$ cat src/rtl/serial_frame_pkg.sv
// Shared definitions for the serial frame transmitter and its matching receiver.
// Holds the frame FSM states, the parity-mode constants and a parity helper.
package serial_frame_pkg;

    typedef enum logic [2:0] {
        IDLE   = 3'd0,
        START  = 3'd1,
        DATA   = 3'd2,
        PARITY = 3'd3,
        STOP   = 3'd4
    } frame_state_e;

    localparam int unsigned PARITY_NONE = 0;
    localparam int unsigned PARITY_EVEN = 1;

    // Even-parity bit: XOR of all payload bits, zero-extended to 16 bits.
    function automatic logic even_parity16(input logic [15:0] i_v);
        return ^i_v;
    endfunction

endpackage

$ cat src/rtl/serial_baud_cnt.sv
// Bit-period down-counter: loads DIV-1, counts down to 0 and holds there.
// o_tc is high while the count reads 0, marking the last cycle of a bit period.
module serial_baud_cnt #(
    parameter int unsigned DIV = 16
) (
    input  logic i_clk,
    input  logic i_rst_n,
    input  logic i_load,
    output logic o_tc
);

    localparam int unsigned CW = (DIV > 1) ? $clog2(DIV) : 1;
    localparam logic [CW-1:0] LOAD_VAL = CW'(DIV - 1);

    logic [CW-1:0] r_cnt;

    always_ff @(posedge i_clk or negedge i_rst_n) begin
        if (!i_rst_n) begin
            r_cnt <= '0;
        end else if (i_load) begin
            r_cnt <= LOAD_VAL;
        end else if (r_cnt != '0) begin
            r_cnt <= r_cnt - CW'(1);
        end
    end

    assign o_tc = (r_cnt == '0);

endmodule

$ cat src/rtl/serial_frame_tx.sv
// Serial frame transmitter: start bit, LSB-first payload, optional even parity, 1-2 stop bits.
// Line and busy are registered from next-state so they change on the same edge as the FSM.
module serial_frame_tx
    import serial_frame_pkg::*;
#(
    parameter int unsigned DATA_W    = 8,
    parameter int unsigned DIV       = 16,
    parameter int unsigned PARITY_EN = PARITY_EVEN,
    parameter int unsigned STOP_BITS = 1
) (
    input  logic              b,
    input  logic              c,
    input  logic [DATA_W-1:0] tx_data,
    input  logic              tx_valid,
    output logic              tx_ready,
    output logic              o,
    output logic              busy
);

    localparam int unsigned IW = $clog2(DATA_W + 1);
    localparam logic [IW-1:0] LAST_IDX = IW'(DATA_W - 1);
    localparam logic STOP_LAST = (STOP_BITS == 2);

    frame_state_e      r_state, w_state_d;
    logic [DATA_W-1:0] r_shift, w_shift_d;
    logic [IW-1:0]     r_idx, w_idx_d;
    logic              r_stop_idx, w_stop_idx_d;
    logic              r_parity, w_parity_d;
    logic              r_o, w_o_d;
    logic              r_busy;
    logic              w_load;
    logic              w_tc;

    serial_baud_cnt #(
        .DIV(DIV)
    ) u_baud (
        .i_clk  (b),
        .i_rst_n(c),
        .i_load (w_load),
        .o_tc   (w_tc)
    );

    assign tx_ready = (r_state == IDLE);

    always_comb begin
        w_state_d    = r_state;
        w_shift_d    = r_shift;
        w_idx_d      = r_idx;
        w_stop_idx_d = r_stop_idx;
        w_parity_d   = r_parity;
        w_load       = 1'b0;
        w_o_d        = 1'b1;

        unique case (r_state)
            IDLE: begin
                if (tx_valid) begin
                    w_state_d    = START;
                    w_shift_d    = tx_data;
                    w_parity_d   = even_parity16(16'(tx_data));
                    w_idx_d      = '0;
                    w_stop_idx_d = 1'b0;
                    w_load       = 1'b1;
                end
            end
            START: begin
                if (w_tc) begin
                    w_state_d = DATA;
                    w_load    = 1'b1;
                end
            end
            DATA: begin
                if (w_tc) begin
                    w_load = 1'b1;
                    if (r_idx == LAST_IDX) begin
                        w_idx_d   = '0;
                        w_state_d = (PARITY_EN != 0) ? PARITY : STOP;
                    end else begin
                        w_idx_d   = r_idx + IW'(1);
                        w_shift_d = r_shift >> 1;
                    end
                end
            end
            PARITY: begin
                if (w_tc) begin
                    w_state_d = STOP;
                    w_load    = 1'b1;
                end
            end
            STOP: begin
                if (w_tc) begin
                    if (r_stop_idx == STOP_LAST) begin
                        w_state_d = IDLE;
                    end else begin
                        w_stop_idx_d = 1'b1;
                        w_load       = 1'b1;
                    end
                end
            end
            default: w_state_d = IDLE;
        endcase

        // Line value follows the state being entered, so o is aligned with the FSM.
        unique case (w_state_d)
            IDLE:    w_o_d = 1'b1;
            START:   w_o_d = 1'b0;
            DATA:    w_o_d = w_shift_d[0];
            PARITY:  w_o_d = w_parity_d;
            STOP:    w_o_d = 1'b1;
            default: w_o_d = 1'b1;
        endcase
    end

    always_ff @(posedge b or negedge c) begin
        if (!c) begin
            r_state    <= IDLE;
            r_shift    <= '0;
            r_idx      <= '0;
            r_stop_idx <= 1'b0;
            r_parity   <= 1'b0;
            r_o        <= 1'b1;
            r_busy     <= 1'b0;
        end else begin
            r_state    <= w_state_d;
            r_shift    <= w_shift_d;
            r_idx      <= w_idx_d;
            r_stop_idx <= w_stop_idx_d;
            r_parity   <= w_parity_d;
            r_o        <= w_o_d;
            r_busy     <= (w_state_d != IDLE);
        end
    end

    assign o    = r_o;
    assign busy = r_busy;

endmodule

$ cat config.mk
export PLATFORM = sky130hd
export DESIGN_NAME = serial_frame_tx
export DESIGN_NICKNAME = d
export VERILOG_FILES = /design/src/rtl/serial_frame_pkg.sv /design/src/rtl/serial_baud_cnt.sv /design/src/rtl/serial_frame_tx.sv
export SDC_FILE = /design/constraint.sdc
export NUM_CORES = 1
export LEC_CHECK = 0
export CAP_MARGIN = 20
export CORE_MARGIN = 2
export CORE_UTILIZATION = 45
export DETAILED_ROUTE_END_ITERATION = 16
export PLACE_DENSITY = 0.66
export RECOVER_POWER = 25
export SLEW_MARGIN = 20
export SYNTH_ARGS = -nofsm -noshare
export SYNTH_HDL_FRONTEND = slang
export SYNTH_SLANG_ARGS = --single-unit
$ cat constraint.sdc
create_clock -name b -period 2.75 [get_ports b]
set_input_delay 0.55 -clock b [delete_from_list [all_inputs] [get_ports b]]
set_output_delay 0.55 -clock b [all_outputs]
set_load 0.005 [all_outputs]
==> flow_metrics.tcl, run 1 <==
set metrics [dict create \
    cts_resized 0 \
    required_ns 2.20 \
    cp_slowest_stage_delay_ns 0.59 \
    remaining_drc_errors 0 \
    fmax_ghz 0.451 \
    cts_tree "yes" \
    finalCritPeriodShare 0.807 \
    slew_violations 0 \
    met3_usage 0.0488 \
    worst_skew_pair.late_latency_ns 0.30 \
    io_buffers 13 \
    grt-ovfl-total 0 \
    netlist_instances 116 \
    synth_area_leaders "dfrtp_1 44%, xnor2_1 5.8%, nand2_1 4.4%" \
    io_pins 14 \
    crit_arrival_ns 1.67 \
    cts_hold_buf 0 \
    synth.ff_latch_count 22 \
    synth_simple_gate_area_share 0.223 \
    grt_pass1_vias 873 \
    critPathKind "reg2out" \
    post_cts_buffers 0 \
    syn-cell-area_sq_um 1210 \
    syn_to_final_growth_pct 17.0 \
    final_net_count 146 \
    vias 880 \
    drt_first_pass_iters 4 \
    ys.flop_type "dfrtp_1" \
    r2r-start "u_baud.r_cnt[0]" \
    finalSetupViolCount 0 \
    routabilityCongestion 0.764 \
    tns_ns 0 \
    yosysSeqAreaShare 0.457 \
    worst_hold_path.num_cells 2 \
    async_flop_share 1.00 \
    die_h_microns 55.8 \
    placed_area_sq_um 1380 \
    synth-xor-area-share 0.0580 \
    core_area_sq_um 2500 \
    fin_skew_ns 0.00492 \
    rr_endpoint "o" \
    rows 18 \
    critPathLaunchType "flop" \
    clockBufferDepth 2 \
    run_status "complete, no violations" \
    grt_usage 0.163 \
    hold_start "r_shift[2]" \
    powerDensity_nw_per_um2 399 \
    die_x_microns 55.8 \
    drt_iter0_markers 24 \
    r2r_slack_ns 0.70 \
    hold_path.class "reg2reg" \
    diodes 0 \
    ys_warn_count 0 \
    final_cell_area_sq_um 1410 \
    hold_violations 0 \
    r2r_cells 6 \
    synth_nets 129 \
    numCtsBuffers 3 \
    synth_fa_ha_area_frac 0.0207 \
    hold_end "r_shift[2]" \
    yosysMostFrequentCell "dfrtp_1" \
    grt_use_met1 0.247 \
    synth_compound_area_frac 0.182 \
    synth_top_family_by_area "simple AND/OR/NAND/NOR gates" \
    routed_wirelength_mm 2.21 \
    grt_antenna_before_repair 0 \
    max_slew_margin 0.230 \
    hpwl_mm 1.66 \
    holdWs_ns 0.490 \
    synth.top_cell.area_share 0.435 \
    syn_area_per_cell_sq_um 10.4 \
    clock-root-buffer "clkbuf_4" \
    worst_pin_slew_ns 1.16 \
    synth_area_leader_cell "dfrtp_1" \
    crit_chain "nor3_1, clkdlybuf4s50_1" \
    synth_edf_count 0 \
    utilization 0.565 \
    grt_pass1_wl_mm 4.06 \
    wl_per_cell_microns 13.6 \
    maxCapViolCount 0 \
    htree_num_levels 1 \
    fin_crit_ns 2.22 \
    synth.distinct_cells 41 \
    start_util 0.483 \
    grt.met2_usage 0.236 \
    peakVddDrop_mv 0.374 \
    rsz0062_at_grt "no" \
    crit_path_start "r_state[2]" \
    die-area_sq_um 3110 \
    slowest_stage "dfrtp_1" \
    clkSlewWorstSetupHoldPaths_ns 0.11 \
    endpoint_kind "primary output" \
    antenna_left 0 \
    grt_start_max_net_pins 23 \
    p_leak_nw 0.619 \
    synth_common_cells "21 x dfrtp_1, 14 x nand2_1, 8 x xnor2_1, 7 x nor2_1" \
    top_usage_layer "met1" \
    drive_above_1_share 0.114 \
    viasPerCell 5.43 \
    synth_mux_area_frac 0.0259 \
    crit_fanout 14 \
    clock_sinks 22 \
]
## worst max-delay path, delay by kind of cell (launching register included)
kind,cells,cell delay [ns]
flops,1,0.59
buf+inv,1,0.52
simple gates,1,0.26
## power breakdown
part | leakage [nW] | switching (mW) | internal (mW)
clock | 0.0210 | 0.0942 | 0.0808
combinational | 0.322 | 0.0223 | 0.0307
sequential | 0.276 | 0.00376 | 0.331
## kinds of logic after synthesis
| group | after synthesis |
|---|---|
| buffers and inverters | 10 |
| XOR/XNOR | 8 |
| flip-flops | 22 |
| AND/OR/NAND/NOR | 42 |
| multiplexers | 3 |
| adder cells (fa/ha/maj) | 2 |
| AO/OA/AOI/OAI | 29 |
## cells in the final DEF (no fill, tap or decap), types with 2 or more instances in the layout
| cell | netlist | routed |
|---|---|---|
| inv_1 | 6 | 6 |
| a21oi_1 | 5 | 5 |
| mux2i_1 | 2 | 2 |
| nand3_1 | 3 | 3 |
| a22oi_1 | 6 | 6 |
| xnor2_1 | 8 | 8 |
| clkbuf_4 | 0 | 3 |
| a211o_1 | 2 | 2 |
| nor3_1 | 2 | 2 |
| dfrtp_1 | 21 | 21 |
| buf_4 | 0 | 2 |
| nand2_1 | 14 | 14 |
| a31oi_1 | 2 | 2 |
| clkdlybuf4s50_1 | 0 | 12 |
| o221ai_1 | 2 | 2 |
| nor2_1 | 7 | 7 |
| or3b_1 | 2 | 2 |
| o21ai_0 | 4 | 4 |
| nand3b_1 | 2 | 2 |
| ha_1 | 2 | 2 |
## sequential cells by signal (all words and copies together) (netlist names)
signal,count
r_parity,1
r_state,3
r_shift,8
u_baud.r_cnt,4
o,1
r_idx,4
busy,1
## area by class of cell
class / instances / area [sq um]
Clock buffer: 4 / 36.3
Fill cell: 218 / 1090
Inverter: 6 / 22.5
Multi-Input combinational cell: 84 / 616
Sequential cell: 22 / 552
Tap cell: 30 / 37.5
Timing Repair Buffer: 16 / 149
## through the flow
stage | instances | worst slack (ns) | total power, mW
2_1_floorplan | 116 | 0.808 | 0.366
3_5_place_dp | 158 | 0.494 | 0.397
5_1_grt | 162 | 0.414 | 0.593
6_report | 162 | 0.532 | 0.563
4_1_cts | 162 | 0.495 | 0.575
3_3_place_gp | 158 | 0.538 | 0.396
## worst max-delay path by stage
stage	cells after the start	to
after global placement	6	o
after floorplan	6	o
after detailed placement	6	o
after global routing	2	tx_ready
after CTS	2	tx_ready
final	2	tx_ready
## metal layers
| layer | vias to the layer above | wire length (microns) |
|---|---|---|
| met1 | 414 | 1180 |
| met2 | 10 | 941 |
| met3 | 0 | 88 |
| li1 | 456 | - |
| met5 | - | 0 |
| met4 | 0 | 0 |
Note: power is estimated with default switching activity, not from simulation.
==> run 2, diff against run 1 <==
==> constraint.sdc (replaced) <==
create_clock -name b -period 2.1 [get_ports b]
set_input_delay 0.42 -clock b [delete_from_list [all_inputs] [get_ports b]]
set_output_delay 0.42 -clock b [all_outputs]
set_load 0.005 [all_outputs]
==> run 2 against run 1 <==
Net effect: flip-flop and latch count unchanged; clock-buffer cell count unchanged; global-route usage rose by 0.050 points; clock skew up 0.012 ns; register-to-register slack worse by 0.53 ns; clock power is 9.7% higher; die area did not move; worst setup slack worse by 0.44 ns; sequential share of layout area is 0.29 points lower; critical path depth is the same; combinational power rose by 33%; power increased by 25%; largest power group unchanged.
==> flow_metrics.tcl, run 2 (synthesized netlist as in run 1, its figures left out) <==
set metrics [dict create \
    routabilityCongestion 0.808 \
    worst_hold_path.num_cells 2 \
    finalCritPeriodShare 0.956 \
    rows 18 \
    drive_above_1_share 0.133 \
    required_ns 1.68 \
    critPathLaunchType "flop" \
    clock_sinks 22 \
    die_h_microns 55.8 \
    diodes 0 \
    viasPerCell 5.46 \
    antenna_left 0 \
    drt_first_pass_iters 4 \
    tns_ns 0 \
    crit_arrival_ns 1.59 \
    worst_pin_slew_ns 1.16 \
    hpwl_mm 1.76 \
    grt_usage 0.164 \
    utilization 0.571 \
    grt_antenna_before_repair 0 \
    fmax_ghz 0.498 \
    largest_reg_flops 8 \
    grt_start_max_net_pins 23 \
    finalSetupViolCount 0 \
    clkSlewWorstSetupHoldPaths_ns 0.10 \
    p_leak_nw 0.625 \
    syn_to_final_growth_pct 18.1 \
    cts_hold_buf 0 \
    largest_registers "r_shift x8, r_idx x4, u_baud.r_cnt x4" \
    die_x_microns 55.8 \
    powerDensity_nw_per_um2 492 \
    wl_per_cell_microns 14.1 \
    hold_violations 0 \
    slew_violations 0 \
    worst_skew_pair.late_latency_ns 0.31 \
    hold_path.class "reg2reg" \
    endpoint_kind "primary output" \
    grt_pass1_vias 844 \
    routed_wirelength_mm 2.33 \
    peakVddDrop_mv 0.370 \
    mostFrequentLayoutCells "20 x dfrtp_1, 14 x nand2_1, 12 x clkdlybuf4s50_1, 8 x xnor2_1, 7 x nor2_1" \
    io_pins 14 \
    final_net_count 149 \
    htree_num_levels 1 \
    numCtsBuffers 3 \
    run_status "complete, no violations" \
    grt-ovfl-total 0 \
    r2r_cells 7 \
    drt_iter0_markers 14 \
    critPathKind "reg2out" \
    mostFrequentLayoutCell "dfrtp_1" \
    maxCapViolCount 0 \
    fin_crit_ns 2.01 \
    cts_tree "yes" \
    vias 901 \
    remaining_drc_errors 0 \
    start_util 0.483 \
    fin_skew_ns 0.0171 \
    die-area_sq_um 3110 \
    clock-root-buffer "clkbuf_4" \
    core_area_sq_um 2500 \
    crit_fanout 14 \
    io_buffers 13 \
    rsz0062_at_grt "no" \
    top_register "r_shift" \
    max_slew_margin 0.224 \
    clockBufferDepth 2 \
    grt_pass1_wl_mm 3.93 \
]
run 2: cell count changes in the layout (fill, tap and decap cells not counted), sizes merged:
cell	before	now
buf	2	5
run 2: cell type report:
class | count | area, sq um
Timing Repair Buffer | 19 | 171
Inverter | 6 | 22.5
Sequential cell | 22 | 553
Fill cell | 229 | 1070
Tap cell | 30 | 37.5
Clock buffer | 4 | 26.3
Multi-Input combinational cell | 84 | 616
run 2: worst paths after layout:
path / startpoint / end / slack, ns
worst max-delay path: r_state[2] / tx_ready / 0.09
worst min-delay path: r_shift[3] / r_shift[3] / 0.48
worst max register to register: u_baud.r_cnt[0] / o / 0.17
worst min register to register: r_shift[3] / r_shift[3] / 0.48
max in group asynchronous: c / r_state[2] / 0.47
min in group asynchronous: c / u_baud.r_cnt[2] / 0.84
run 2: worst max-delay path, stage by stage, from the launching register on:
cell and delay (ns):
dfrtp_2 0.53, nor3_1 0.24, clkdlybuf4s50_1 0.53
run 2: per-layer routing:
layer	track usage	vias to the layer above	routed length, microns
met1	0.252	431	1220
met3	0.0558	2	79
met5	0	-	0
met4	0.0314	0	12
li1	-	460	-
met2	0.221	8	1020
run 2: what timing repair did:
action                                  4_1_cts  5_1_grt
buffers inserted                              0        0
endpoints found under the hold margin         0        0
endpoints found under the setup margin        0        1
resized for setup                             0        1
run 2: power breakdown:
group / internal (mW) / leakage, nW / switching [mW]
sequential: 0.434 / 0.274 / 0.00472
clock: 0.0741 / 0.0150 / 0.118
combinational: 0.0413 / 0.336 / 0.0292
total: 0.549 / 0.625 / 0.152
run 2: stage by stage:
stage	instance area [sq um]	hold slack (ns)	std cells	power (mW)	setup slack [ns]
3_5_place_dp	1400	0.463	161	0.520	0.0933
3_3_place_gp	1400	0.460	161	0.519	0.119
6_report	1430	0.483	165	0.701	0.0925
2_1_floorplan	1210	0.124	116	0.479	0.158
5_1_grt	1430	0.521	165	0.742	0.0136
4_1_cts	1430	0.437	165	0.714	0.0215
==> run 3, diff against run 2 <==
--- a/config.mk
+++ b/config.mk
@@ -9,6 +9,7 @@
 export CORE_MARGIN = 2
 export CORE_UTILIZATION = 45
 export DETAILED_ROUTE_END_ITERATION = 16
+export GPL_ROUTABILITY_DRIVEN = 1
 export PLACE_DENSITY = 0.66
 export RECOVER_POWER = 25
 export SLEW_MARGIN = 20
==> results of run 3 <==
Final layout, timing and power as in run 2 (identical DEF).
